## src/rtl/vinst_issue_pkg.sv

```systemverilog
// vinst_issue_pkg
//   Shared types and constants for the vector instruction issue queue.
//   - sa_inst_t      : instruction word passed from host to array controller
//   - VINST_Q_DEPTH  : default queue depth for vinst_issue
//   - vissue_state_t : issue-queue FSM states
//   - sat_inc32      : saturating 32-bit increment used by the statistics
//                      counters (VINST_ISSUE_STATS_EN builds)
package vinst_issue_pkg;

    localparam int VINST_Q_DEPTH = 8;

    localparam logic [3:0] OP_NOP = 4'd0;

    typedef struct packed {
        logic [3:0] opcode;
        logic [4:0] vd;
        logic [4:0] vs1;
        logic [7:0] vsize;
    } sa_inst_t;

    typedef enum logic {
        EMPTY = 1'b0,
        VALID = 1'b1
    } vissue_state_t;

    function automatic logic [31:0] sat_inc32(input logic [31:0] v);
        return (&v) ? v : v + 32'd1;
    endfunction

endpackage

```

## src/rtl/vinst_issue_fifo_mem.sv

```systemverilog
// sa_inst_fifo_mem
//   DEPTH-entry instruction storage for vinst_issue.
//   Synchronous write; registered read of rd_addr. A write to the address
//   being read in the same cycle is forwarded, so rd_data always reflects
//   the array contents including that cycle's write.
// Ports:
//   clk      in   clock
//   wr_en    in   write enable
//   wr_addr  in   write address
//   wr_data  in   instruction to store
//   rd_addr  in   read address, sampled every cycle
//   rd_data  out  registered read data
module sa_inst_fifo_mem
    import vinst_issue_pkg::*;
#(
    parameter  int DEPTH = VINST_Q_DEPTH,
    localparam int AW    = $clog2(DEPTH)
) (
    input  logic          clk,
    input  logic          wr_en,
    input  logic [AW-1:0] wr_addr,
    input  sa_inst_t      wr_data,
    input  logic [AW-1:0] rd_addr,
    output sa_inst_t      rd_data
);

    sa_inst_t mem [DEPTH];

    // NOTE: the storage array is deliberately not reset; validity is tracked
    // by the pointers and count in the parent, so stale contents are never
    // observed and the array can map onto plain register files or RAM.
    always_ff @(posedge clk) begin
        if (wr_en) begin
            mem[wr_addr] <= wr_data;
        end
        rd_data <= (wr_en && (wr_addr == rd_addr)) ? wr_data : mem[rd_addr];
    end

endmodule

```

## src/rtl/vinst_issue.sv

```systemverilog
// vinst_issue
//   In-order vector instruction issue queue. The host writes instructions
//   with hwr; the head is presented on inst with iavail, and each ird pulse
//   retires it. inst comes from a dedicated head register. The memory
//   prefetches the entry after the next head so a pop at count>1 refills the
//   head register without a bubble.
// Optional: define VINST_ISSUE_STATS_EN to add the issued/stall counters.
// Ports:
//   clk     in   clock
//   reset   in   synchronous active-low reset
//   hwr     in   host write strobe
//   hinst   in   host instruction, sampled when hwr=1
//   hflush  in   discard all queued instructions
//   hfull   out  queue full (hwr ignored while high)
//   inst    out  head instruction
//   iavail  out  inst is valid
//   ird     in   one-cycle consume pulse
//   count   out  occupancy 0..DEPTH
//   err     out  sticky: [0] ird while !iavail, [1] hwr while hfull
//   issued  out  (stats) retired instructions, saturating
//   stall   out  (stats) cycles with count==0 and hwr=0, saturating
module vinst_issue
    import vinst_issue_pkg::*;
#(
    parameter int DEPTH = VINST_Q_DEPTH,
    parameter int CW    = $clog2(DEPTH) + 1
) (
    input  logic          clk,
    input  logic          reset,
    input  logic          hwr,
    input  sa_inst_t      hinst,
    input  logic          hflush,
    output logic          hfull,
    output sa_inst_t      inst,
    output logic          iavail,
    input  logic          ird,
    output logic [CW-1:0] count,
    output logic [1:0]    err
`ifdef VINST_ISSUE_STATS_EN
    ,
    output logic [31:0]   issued,
    output logic [31:0]   stall
`endif
);

    localparam int AW = $clog2(DEPTH);

    vissue_state_t state_q, state_d;
    logic [AW-1:0] wr_ptr_q, wr_ptr_d;
    logic [AW-1:0] rd_ptr_q, rd_ptr_d;
    logic [CW-1:0] count_d;
    logic          hfull_d;
    logic [1:0]    err_d;
    sa_inst_t      head_d;
    sa_inst_t      pre_data;
    logic          wr_acc;
    logic          pop;

    assign iavail = (state_q == VALID);

    // The read port is addressed one past the *next* head, so after a pop
    // pre_data already holds the entry that follows the new head.
    sa_inst_fifo_mem #(.DEPTH(DEPTH)) u_mem (
        .clk     (clk),
        .wr_en   (wr_acc),
        .wr_addr (wr_ptr_q),
        .wr_data (hinst),
        .rd_addr (rd_ptr_d + AW'(1)),
        .rd_data (pre_data)
    );

    // NOTE: every signal written here gets a default first, so no path
    // leaves a value unassigned and no latch is inferred.
    always_comb begin
        wr_acc   = hwr && !hfull && !hflush;
        pop      = ird && iavail && !hflush;
        state_d  = state_q;
        wr_ptr_d = wr_ptr_q;
        rd_ptr_d = rd_ptr_q;
        count_d  = count;
        head_d   = inst;
        err_d    = err | {hwr && hfull, ird && !iavail};

        if (hflush) begin
            state_d  = EMPTY;
            wr_ptr_d = '0;
            rd_ptr_d = '0;
            count_d  = '0;
        end else begin
            if (wr_acc) wr_ptr_d = wr_ptr_q + AW'(1);
            if (pop)    rd_ptr_d = rd_ptr_q + AW'(1);

            case ({wr_acc, pop})
                2'b10:   count_d = count + CW'(1);
                2'b01:   count_d = count - CW'(1);
                default: count_d = count;
            endcase

            case (state_q)
                EMPTY: begin
                    if (wr_acc) begin
                        state_d = VALID;
                        head_d  = hinst;
                    end
                end
                VALID: begin
                    if (pop) begin
                        if (count > CW'(1)) begin
                            head_d = pre_data;
                        end else if (wr_acc) begin
                            // Last entry leaves as a new one arrives.
                            head_d = hinst;
                        end else begin
                            state_d = EMPTY;
                        end
                    end
                end
                default: state_d = EMPTY;
            endcase
        end

        hfull_d = (count_d == CW'(DEPTH));
    end

    // NOTE: sequential state uses non-blocking assignments only, so every
    // register samples pre-edge values regardless of statement order.
    always_ff @(posedge clk) begin
        if (!reset) begin
            state_q     <= EMPTY;
            wr_ptr_q    <= '0;
            rd_ptr_q    <= '0;
            count       <= '0;
            hfull       <= 1'b0;
            err         <= 2'b00;
            inst.opcode <= OP_NOP;
        end else begin
            state_q  <= state_d;
            wr_ptr_q <= wr_ptr_d;
            rd_ptr_q <= rd_ptr_d;
            count    <= count_d;
            hfull    <= hfull_d;
            err      <= err_d;
            inst     <= head_d;
        end
    end

`ifdef VINST_ISSUE_STATS_EN
    always_ff @(posedge clk) begin
        if (!reset) begin
            issued <= '0;
            stall  <= '0;
        end else begin
            if (pop) issued <= sat_inc32(issued);
            if ((count == '0) && !hwr) stall <= sat_inc32(stall);
        end
    end
`endif

endmodule

```

## config.mk

```make
export PLATFORM = sky130hd
export DESIGN_NAME = vinst_issue
export DESIGN_NICKNAME = d
export VERILOG_FILES = /design/src/rtl/vinst_issue_pkg.sv /design/src/rtl/vinst_issue_fifo_mem.sv /design/src/rtl/vinst_issue.sv
export SDC_FILE = /design/constraint.sdc
export NUM_CORES = 1
export LEC_CHECK = 0
export ABC_AREA = 1
export CORE_MARGIN = 2
export CORE_UTILIZATION = 60
export CTS_CLUSTER_SIZE = 12
export DETAILED_ROUTE_END_ITERATION = 10
export DONT_BUFFER_PORTS = 1
export PLACE_DENSITY_LB_ADDON = 0.12
export RECOVER_POWER = 50
export SYNTH_ARGS = -nofsm -noshare
export SYNTH_HDL_FRONTEND = slang
export SYNTH_SLANG_ARGS = --single-unit
```

## constraint.sdc

```tcl
create_clock -name clk -period 3.9 [get_ports clk]
set_input_delay 0.585 -clock clk [delete_from_list [all_inputs] [get_ports clk]]
set_output_delay 0.585 -clock clk [all_outputs]
set_load 0.01 [all_outputs]
```

After elaboration in Yosys (flattened, before gate mapping)
Memory sizes are Yosys's and may differ from the RTL's. A register that Yosys moved wholly into a read port is not among the register bits. Index checks and enable logic that the tools add are counted. Widths: inputs -> output; s select.

Word-level logic and storage cells: 50. Bits in writable memories: 176. Output and inout port bits: 30. Memories: 1. Bits in registers: 36. Input bits: 27.

Memory list: u_mem.mem (words 8, bits a word 22, rd ports 1, clocked after Yosys merged registers in 1, wr ports 1, line vinst_issue_fifo_mem.sv:27) `sa_inst_t mem [DEPTH];`.

$add $sub $neg: 5. Equal/unequal tests: 4. Muxes and demuxes: 13. Reductions and logical operators: 12. Bitwise operators: 4. $lt $le $gt $ge: 1.

Operator list (number): $mux 22 (3); $pmux 22 s2 (1); $add 3x1->3 const B (3); $pmux 4 s2 (1); $logic_and 1x1->1 (6); $mux 3 (2); $add 4x1->4 const B (1); $eq 4x4->1 const B (1); $gt 4x1->1 const B (1); $mux 1 (4); $mux 4 (1); $sub 4x1->4 const B (1); $logic_not 1->1 (3); $not 1->1 (3); $reduce_and 3->1 (1); $eq 2x1->1 const B (1); $eq 2x2->1 const B (1); $ne 2x1->1 const B (1); $or 2x2->2 (1); $pmux 1 s2 (1); $reduce_and 2->1 (1); $reduce_or 2->1 (1).

Longest topological paths before layout
Gate-level depths: netlist of run 1.

Depth after elaboration: 7. Gate-level depth with buffers: 10. Gate-level depth less buffers: 9.

Cells and area by module
From an unflattened synthesis of run 1, not the netlist that was laid out.

Cells, all modules: 1035. Area total of the unflattened synthesis: 9744.3 µm².

By module, submodules not included: sa_inst_fifo_mem (times used 1, area each 7776.2 µm², cells an instance 781, seq. area each 5345.1 µm²); vinst_issue (times used 1, area each 1968.1 µm², cells an instance 254, seq. area each 900.9 µm²).

Worst setup path before layout of run 1
OpenSTA, ideal clock, no wires.

Path kind: input to register. Start: input hflush. End: memory u_mem.mem[1][0] (netlist name) (enable). Cell stages on the path: 7. Setup slack: 1.392 ns. Data required time: 3.499 ns. Arrival time: 2.107 ns. Buffers on the path: 2. Setup time: 0.401 ns. Path through: inv_2 -> nand3_1 -> buf_4 -> inv_2 -> buf_6 -> nand2_1 -> nor2_1.

Longest elaborated chain between the ends: 4.

RTL lines: start, declared (line vinst_issue.sv:32) `input logic hflush,`; $logic_not 1->1 (line vinst_issue.sv:75) `wr_acc = hwr && !hfull && !hflush;`; $logic_and 1x1->1 (line vinst_issue.sv:75); $mux 1 (line vinst_issue_fifo_mem.sv:33) `if (wr_en) begin`; $mux 1 (implied by the code) (line vinst_issue_fifo_mem.sv:34) `mem[wr_addr] <= wr_data;`; end, declared (line vinst_issue_fifo_mem.sv:27).

Every way passes these cells.

Final worst setup path of run 1
Start: register hfull. End: memory u_mem.mem[0][16] (netlist name) (enable).

Longest elaborated chain between the ends: 5.

RTL lines: start, declared (line vinst_issue.sv:33) `output logic hfull,`; start signal, assigned (line vinst_issue.sv:141) `hfull <= hfull_d;`; $logic_not 1->1 (line vinst_issue.sv:75); $logic_and 1x1->1 (2 in series) (line vinst_issue.sv:75); $mux 1 (line vinst_issue_fifo_mem.sv:33); $mux 1 (implied by the code) (line vinst_issue_fifo_mem.sv:34).

Every way passes these cells.

==> reports/results.txt, run 1 <==
After floorplanning, the core was sized to cover 14600 um2. Power per standard cell area: 490 nW/um2. For the largest net degree at the start of global routing, the log shows 89. The register-to-register setup slack is 0.92 ns, and the total die area is 16100 um2.

Setup violations remaining at the end of the flow were counted as 0. Sequential cells were found to cover 69.0% of the synthesized design area. Counting every net in the synthesized netlist gives 865. The max-cap violation count is 1.

Mean area per synthesized cell: 10.9 um2. For this design the top-level I/O count stands at 57. The endpoint kind of the worst setup timing path was a register. The detailed router finished its first iteration with 698 violations. After clock tree synthesis, the setup repair step added 0 buffers.

The number of antenna diodes in the final layout is 0. The final reports fail on capacitance limit, slew limit. The top cell types in the final layout, fill and taps aside, are 277 x sky130_fd_sc_hd__nand2_1, 194 x sky130_fd_sc_hd__edfxtp_1, 188 x sky130_fd_sc_hd__nand3_1, 42 x sky130_fd_sc_hd__inv_1, 23 x sky130_fd_sc_hd__clkbuf_16. For the finished layout, the period the worst path requires is 2.98 ns.

The die is 127 um wide. The startpoint identified for the worst register-to-register timing path is hfull. Setup repair after global routing left no endpoint under its margin. Synthesis inferred 215 register bits. The run gives 44 as the number of cell rows.

The library cell used most frequently in the layout, excluding fill and tap cells, is sky130_fd_sc_hd__nand2_1. Worst reg2reg path depth: 6. The final layout contains routed wiring with a total length of 20500 um.

Data on the critical path is required at its endpoint by 4.13 ns. The area of the mapped netlist is 9050 um2, and the overall global routing resource usage is 25.9%. The worst IR drop on VDD is 0.414 mV. Summed over all layers, the global routing overflow is 0. The tools report the kind of start point of the critical path as a register. The category of the most critical setup path is register to register. The number of antenna violations at the first check in global routing came out at 0.

The clock passes through at most 3 buffers. The first global-routing pass estimated 32700 um of wire. The top achievable clock speed was 336 MHz; the peak fanout along the critical path was 28.

Once placement finished, the instance area stood at 9180 um2. The number of buffers inserted for hold repair after clock tree synthesis was 0; the total via count after detailed routing was 6137. The count of TritonRoute iterations in the first routing pass came out at 5. The area growth from synthesis to layout is 9.41%. During placement, the flow inserted port buffers numbering 0. The via density per instance was 5.94.

The run gives 6189 as the number of global-route vias before repair. The worst pin sits at a relative slew slack of -10.7%. Final weighted congestion in routability-driven placement: 0.842. The count of nets left with antenna violations once routing finished came out at 0. In the synthesized netlist, the number of instances is 832. After routing the design area is 9900 um2.

After detailed routing, the average wire length per cell comes to 19.8 um. At the end of the flow, the number of nets in the layout was 866. For the pin with the worst max-slew slack, the measured transition is 1.66 ns. Along the worst hold path, the cell count comes to 0. The path class of the lowest-slack min-delay path was primary input to register. Final worst-path cycle share: 76.3%.

The clock tree root buffer cell was sky130_fd_sc_hd__clkbuf_16. The number of sinks on the clock net was 215. Once the floorplan was initialized, standard cells occupied 61.8% of the core. Number of fill cells: 1063. The count of endpoints failing hold in the final timing report was 0; the number of library cell types mapped by synthesis was 29. For the worst-skew pair, the clock arrives at the later sink with an insertion delay of 0.49 ns. The power consumption was 4.86 mW. For the final database, setup skew stands at 0.0118 ns.

The DRC violation count after routing came out at 0. The H-tree depth is 1. The worst register-to-register path ends at u_mem.mem[0][16]. TritonCTS built the clock tree. The logs give 0 ns for the setup TNS after final layout and 3.21 ns for the data arrival time at the worst-slack endpoint. For the clock buffer count from CTS, the log shows 23.

In this run the static leakage power is 3.72 nW. Count of final max-slew check failures: 29. The tools report the worst hold endpoint as u_mem.mem[3][9]. The clock transition at the registers of the reported paths is 0.06 ns, and the count of cells resized by post-cts repair is 0. The die outline height was 127 um; the total of warnings raised by yosys was 0.

In this run the most critical hold path is launched from hinst[9]. The flow ran to the end, but the final reports show violations. Of the cells placed in the final design, the portion with a size suffix greater than 1 is 8.24%. For the half-perimeter wire length after placement, the log shows 11900 um.
how the worst max path moves through the flow:
stage             start                to  slack [ns]  cells past startpoint
6_report          hfull  u_mem.mem[0][16]        0.92                      6
5_1_grt           hfull  u_mem.mem[0][16]        0.78                      6
3_5_place_dp     hflush   u_mem.mem[7][0]        1.14                      6
4_1_cts        count[0]           inst[6]        1.32                      8
2_1_floorplan    hflush   u_mem.mem[1][0]        1.39                      7
3_3_place_gp     hflush   u_mem.mem[7][4]        1.28                      6
cell type report:
class	instances	area (um2)	share of cell area (%)
sequential	215	6250	63.1
multi-input combinational	528	2380	24.0
clock buffer	38	672	6.78
tap	184	230	2.32
inverter	46	175	1.77
timing repair buffer	19	139	1.40
clock inverter	3	63.8	0.644
state kept, by name (all words and copies together), names as in the netlist, named ones only:
name / cells
u_mem.mem: 176
wr_ptr_q: 3
inst: 22
iavail: 1
err: 2
hfull: 1
rd_ptr_q: 3
count: 4
metal layers:
| metal | routed length (um) | vias up | GRT usage (%) |
|---|---|---|---|
| met2 | 9860 | 294 | 42.9 |
| met5 | 0 | - | 0 |
| met1 | 8470 | 2946 | 36.2 |
| met4 | 449 | 0 | 8.14 |
| li1 | - | 2855 | - |
| met3 | 1680 | 42 | 3.63 |
per-stage QoR:
stage	cells	hold WS, ns	setup slack, ns	util, %
floorplan	832	0.469	1.39	-
global placement	992	0.492	1.28	62.7
detailed placement	992	0.526	1.14	62.7
CTS	1033	0.173	1.32	67.7
global route	1033	0.173	0.779	67.6
finish	1033	0.182	0.923	67.6
report_power, final:
part           switching, mW  leakage (nW)  internal [mW]
registers             0.0297          1.93           2.55
logic                  0.109          1.44         0.0478
clock network          0.820         0.355           1.30
total                  0.959          3.72           3.90
critical path, cell delays in order (launching register included):
cell                       delay (ns)
sky130_fd_sc_hd__dfxtp_1         0.47
sky130_fd_sc_hd__inv_1           0.09
sky130_fd_sc_hd__nand3_1         0.13
sky130_fd_sc_hd__clkbuf_1        1.22
sky130_fd_sc_hd__or2_1           0.38
sky130_fd_sc_hd__nor2_2          0.17
sky130_fd_sc_hd__buf_4           0.24
kinds of logic after synthesis:
| group | after synthesis | share of synthesized area (%) |
|---|---|---|
| xor+xnor | 2 | 0.194 |
| fa+ha+maj | 6 | 0.829 |
| flops | 215 | 69.0 |
| simple gates | 503 | 24.0 |
| compound gates | 17 | 1.06 |
| buf+inv | 89 | 4.91 |
Yosys cell counts:
| library cell | instances | share of area, % |
|---|---|---|
| sky130_fd_sc_hd__nand2_1 | 274 | 11 |
| sky130_fd_sc_hd__edfxtp_1 | 194 | 64 |
| sky130_fd_sc_hd__nand3_1 | 188 | 10 |
| sky130_fd_sc_hd__inv_1 | 41 | 1.7 |
| sky130_fd_sc_hd__nor2_1 | 27 | 1.1 |
| sky130_fd_sc_hd__dfxtp_1 | 21 | 4.6 |
| sky130_fd_sc_hd__buf_2 | 17 | 0.94 |
| sky130_fd_sc_hd__a21oi_1 | 12 | 0.66 |
| sky130_fd_sc_hd__buf_4 | 11 | 0.91 |
| sky130_fd_sc_hd__clkbuf_1 | 7 | 0.29 |
| sky130_fd_sc_hd__buf_6 | 6 | 0.75 |
| sky130_fd_sc_hd__ha_1 | 6 | 0.83 |
| sky130_fd_sc_hd__nand2_2 | 5 | 0.35 |
| sky130_fd_sc_hd__inv_2 | 4 | 0.17 |
| sky130_fd_sc_hd__buf_1 | 2 | 0.083 |
| sky130_fd_sc_hd__nand3_2 | 2 | 0.22 |
| sky130_fd_sc_hd__nor2_4 | 2 | 0.25 |
| sky130_fd_sc_hd__nor3_1 | 2 | 0.11 |
| sky130_fd_sc_hd__a21o_1 | 1 | 0.083 |
| sky130_fd_sc_hd__a21oi_2 | 1 | 0.097 |
| sky130_fd_sc_hd__a31oi_1 | 1 | 0.069 |
| sky130_fd_sc_hd__inv_4 | 1 | 0.069 |
| sky130_fd_sc_hd__nand4_1 | 1 | 0.069 |
| sky130_fd_sc_hd__nor2_2 | 1 | 0.069 |
| sky130_fd_sc_hd__o21ai_0 | 1 | 0.055 |
| sky130_fd_sc_hd__o21ai_2 | 1 | 0.097 |
| sky130_fd_sc_hd__or2_1 | 1 | 0.069 |
| sky130_fd_sc_hd__xnor2_1 | 1 | 0.097 |
| sky130_fd_sc_hd__xor2_1 | 1 | 0.097 |
Power figures use the tool's default switching activity.
==> run 2, diff against run 1 <==
ABC_AREA = 0   (was 1)
CORE_UTILIZATION = 57   (was 60)
clock period = 2.7 ns   (was 3.9 ns; I/O delays follow)
==> run 2 against run 1 <==
  * The run now ends clean
  * Flip-flop and latch count is the same
  * Cell count shrank 30%
  * Synthesized area shrank 6.3%
  * Count of clock-buffer cells in the layout shrank 3
  * Clock skew shrank 0.0058 ns
  * Via count shrank 27%
  * Non-clock buffer count grew 36
  * Global-route usage shrank 3.0 points
  * Sequential power grew 44%
  * Clock power grew 36%
  * Setup slack lost 0.44 ns
  * Sequential share of layout area is essentially flat
==> reports/results.txt, run 2 <==
Count of final max-slew check failures: 0 (-100%). The critical path startpoint is iavail. Number of placed cells counting well taps: 656 (-34%).

The parity-gate share of the synthesized area counting xor and xnor cells came out at 0.723% (+0.53 points). The tools report the number of fill cells as 945 (-11%). The mean area per synthesized cell works out to 18.2 um2 (+67%).

The final worst-path cycle share was 81.9% (+5.6 points); the total of warnings raised by yosys was 0 (unchanged). The boundary pin count was 57 (unchanged). The most common cell in the synthesized netlist is sky130_fd_sc_hd__edfxtp_1.

The register name with the most flops was u_mem.mem. The multiplexer share of the synthesized area was 12.3% (+12 points); the static leakage was 3.22 nW (-14%). The fraction of registers with async set or reset after synthesis is 0% (unchanged). The worst IR drop on VDD is 0.608 mV (+47%), and the clock transition at the registers of the reported paths is 0.06 ns (about the same).

The smallest hold slack was 0.0138 ns (-0.169 ns); the sequential fraction of the synthesis area was 73.7% (+4.7 points). The horizontal die dimension was 126 um (-0.69%); the area of the mapped netlist was 8480 um2 (-6.3%). The tools report the clock buffer count from CTS as 23 (unchanged).

The run gives 554 (-36%) as the final-stage net count. The max-cap violation count is 0 (-1), and the worst reg2reg path depth is 3 (-3). The area share of and/or/nand/nor cells after synthesis was 6.18% (-18 points); the count of TritonRoute iterations in the first routing pass was 5 (unchanged). Number of setup violations in the final report: 0 (unchanged). The most used flip-flop cell after synthesis was sky130_fd_sc_hd__edfxtp_1. In this run the critical register-to-register path is launched from iavail. The worst hold endpoint is u_mem.mem[4][4].

Origin of the worst min-delay path: hinst[4]. The tools report the final cell area excluding filler cells as 9900 um2 (about the same). The worst register-to-register path ends at inst[3]. TritonCTS built the clock tree.

The number of cells produced by synthesis is 466 (-44%). The worst-case clock skew was 0.00603 ns (-0.00577 ns); the routed wire length was 17600 um (-14%). The count of buffers added by post-CTS timing repair for setup is 0 (unchanged), and the count of flip-flops with a built-in enable after synthesis is 194 (unchanged). The hold path depth came out at 0 (unchanged).

The number of synthesized register bits came out at 215 (unchanged). Setup repair after global routing left no endpoint under its margin. Category of the most critical setup path: register to register. The latest clock arrival within the worst-skew pair came out at 0.49 ns (about the same). The tools report the first-pass GRT wire length as 27500 um (-16%). In the layout the commonest cells are 194 x sky130_fd_sc_hd__edfxtp_1, 44 x sky130_fd_sc_hd__nand2_1, 44 x sky130_fd_sc_hd__mux4_2, 27 x sky130_fd_sc_hd__buf_4, 24 x sky130_fd_sc_hd__dlygate4sd3_1.

By area the synthesized netlist is led by sky130_fd_sc_hd__edfxtp_1 69%, sky130_fd_sc_hd__mux4_2 12%, sky130_fd_sc_hd__dfxtp_1 5.0%, sky130_fd_sc_hd__nand2_1 1.9%, sky130_fd_sc_hd__a211oi_1 1.8%. The largest registers in the layout are u_mem.mem (176), inst (22), count (4). The count of endpoints failing hold in the final timing report was 0 (unchanged).

Via density per instance: 6.21 (+4.5%). Of all cell types, the one taking the most synthesized area is sky130_fd_sc_hd__edfxtp_1. The logs give 0.822 (-2.4%) for the final weighted congestion in routability-driven placement and 44 (unchanged) for the number of cell rows. The tools report the half-perimeter wire length after placement as 10200 um (-14%). The most frequent standard cell in the layout excluding fill and tap cells was sky130_fd_sc_hd__edfxtp_1. The logs give 6.80 mW (+40%) for the power consumption and 1 (unchanged) for the H-tree depth.

On the critical path, the stage with the largest delay is an instance of sky130_fd_sc_hd__clkbuf_1. The remaining global-route overflow came out at 0 (unchanged). Total die area: 15900 um2 (-1.4%). Ranked by instance count, the synthesized netlist is headed by 194 x sky130_fd_sc_hd__edfxtp_1, 44 x sky130_fd_sc_hd__mux4_2, 43 x sky130_fd_sc_hd__nand2_1, 22 x sky130_fd_sc_hd__nor2b_1, 21 x sky130_fd_sc_hd__dfxtp_1. The logs give 6250 um2 (about the same) for the combined flip-flop and latch cell area and 14500 um2 (-0.75%) for the area of the core.

The number of flip-flops under the largest register name came out at 176 (unchanged). The kind of start point of the critical path was a register. For the total via count after detailed routing, the log shows 4470 (-27%).

The measured slew at the worst slew-check pin was 1.45 ns (-0.208 ns). Number of antenna violations at the first check in global routing: 0 (unchanged). The tightest slew margin relative to the limit is 3.14% (+14 points), and the overall global routing resource usage is 22.9% (-3.0 points). The count of cells resized by post-cts repair was 0 (unchanged); the layout overhead on the synthesized area was 16.8%. The tools report the DRC violation count after routing as 0 (unchanged). Peak fanout along the critical path: 18 (-36%). The synthesized netlist net count was 499 (-42%); the fraction of the mapped netlist area in compound gates was 4.88% (+3.8 points).

The minimum clock period works out to 2.21 ns (-0.765 ns). The number of input and output port buffers inserted works out to 0 (unchanged). For the detailed router's first-iteration violation count, the log shows 443 (-37%). Power per standard cell area: 687 nW/um2 (+40%). The slack of the critical path is 0.488 ns (-0.435 ns), and the adder-cell share of the synthesized area is 0.885% (+0.056 points). Critical path data required time: 2.79 ns (-1.34 ns). The run gives 8990 um2 (-2.0%) as the cell area reported after detailed placement. Final antenna diode count: 0 (unchanged). The path class of the lowest-slack min-delay path was primary input to register. The number of non-filler instances in the completed layout is 720 (-30%), and the die outline height is 126 um (-0.69%). The tools report the effective utilization at floorplan as 58.3% (-3.5 points). The number of buffers on the longest clock path was 3 (unchanged). The pre-CTS setup slack is 0.511 ns (-0.633 ns). The number of nets still failing antenna checks after routing is 0 (unchanged). The data arrival time at the worst-slack endpoint was 2.30 ns (-0.91 ns); the register-to-register setup slack was 0.49 ns (-0.44 ns).

The number of library cell types mapped by synthesis is 37 (+28%). The tools report the number of global-route vias before repair as 4667 (-25%). The signal on the critical path passes through nor2b_1 -> nor2_2 -> clkbuf_1.

The tree is rooted in a sky130_fd_sc_hd__clkbuf_16. The proportion of netlist area held by the largest area contributor came out at 68.7% (+4.4 points). The tools report the endpoint kind of the worst setup timing path as a register. The fraction of layout cells with a size suffix above 1 was 21.6% (+13 points). By area, the combinational part of the netlist is dominated by multiplexers. The multi-input logic area was 2210 um2 (-6.9%).

The average detailed-routed wire length per instance came out at 24.5 um (+24%). The flow ran to the end, and the final reports show no timing, DRC or antenna violations. The top achievable clock speed was 452 MHz (+35%); the number of sinks on the clock net was 215 (unchanged). Largest incremental delay on the critical path: 1.06 ns (-0.16 ns). The tools report the largest net degree at the start of global routing as 41 (-54%).
-- run 2: cell types whose count changed in the layout (fill, tap and decap cells not counted), moves of 4 or more --
cell / delta
sky130_fd_sc_hd__a31oi_1: +18
sky130_fd_sc_hd__nand2_1: -233
sky130_fd_sc_hd__nor2_1: -7
sky130_fd_sc_hd__dlygate4sd3_1: +24
sky130_fd_sc_hd__a21oi_1: -5
sky130_fd_sc_hd__nand3_1: -184
sky130_fd_sc_hd__mux4_2: +44
sky130_fd_sc_hd__buf_4: +9
sky130_fd_sc_hd__mux2i_1: +5
sky130_fd_sc_hd__nor2_2: -8
sky130_fd_sc_hd__inv_1: -38
sky130_fd_sc_hd__a211oi_1: +20
sky130_fd_sc_hd__nor2b_1: +22
sky130_fd_sc_hd__o221ai_1: +4
-- run 2: area by class of cell --
type,instances,share of cell area [%]
Inverter,4,0.152
Clock inverter,5,0.468
Multi-Input combinational cell,222,22.3
Timing Repair Buffer,55,5.12
Sequential cell,215,63.1
Clock buffer,35,6.47
Tap cell,184,2.33
-- run 2: routing by layer --
layer	GRT usage [%]	share of wire, %	vias to the layer above	wire length [um]
met5	0	0	-	0
met1	32.5	43	2296	7520
met3	4.29	6.5	26	1150
li1	-	-	1984	-
met4	5.30	1.6	0	288
met2	37.7	49	164	8680
-- run 2: how the worst max path moves through the flow --
stage,endpoint,cells past startpoint,slack [ns]
6_report,inst[3],3,0.49
3_5_place_dp,u_mem.mem[2][11],5,0.51
2_1_floorplan,u_mem.mem[2][0],4,-0.22
3_3_place_gp,u_mem.mem[2][10],5,0.57
5_1_grt,inst[19],8,0.33
4_1_cts,u_mem.mem[2][10],5,0.50
-- run 2: power by group --
group | switching [mW] | leakage (nW) | internal (mW)
logic | 0.123 | 0.953 | 0.0905
clock network | 1.16 | 0.332 | 1.72
registers | 0.0374 | 1.93 | 3.68
-- run 2: repair_timing --
action / CTS / global route
setup endpoints to repair: 0 / 0
hold buffers: 24 / 0
hold endpoints to repair: 147 / 0
-- run 2: cells by family after synthesis --
kind of cell             after synthesis
flip-flops                           215
multiplexers                          49
AO/OA/AOI/OAI                         57
buffers and inverters                 29
adder cells (fa/ha/maj)                6
AND/OR/NAND/NOR                      103
XOR/XNOR                               7
-- run 2: per-stage QoR --
step	TNS, ns	utilization (%)
floorplan	-11.61	-
global placement	0	61.9
detailed placement	0	61.9
CTS	0	68.3
global route	0	68.1
finish	0	68.1
-- run 2: worst max-delay path, delay by kind of cell (launching register included) --
family	cells	cell delay, ns
and+or+nand+nor	2	0.31
buffers and inverters	1	1.06
DFF	1	0.43
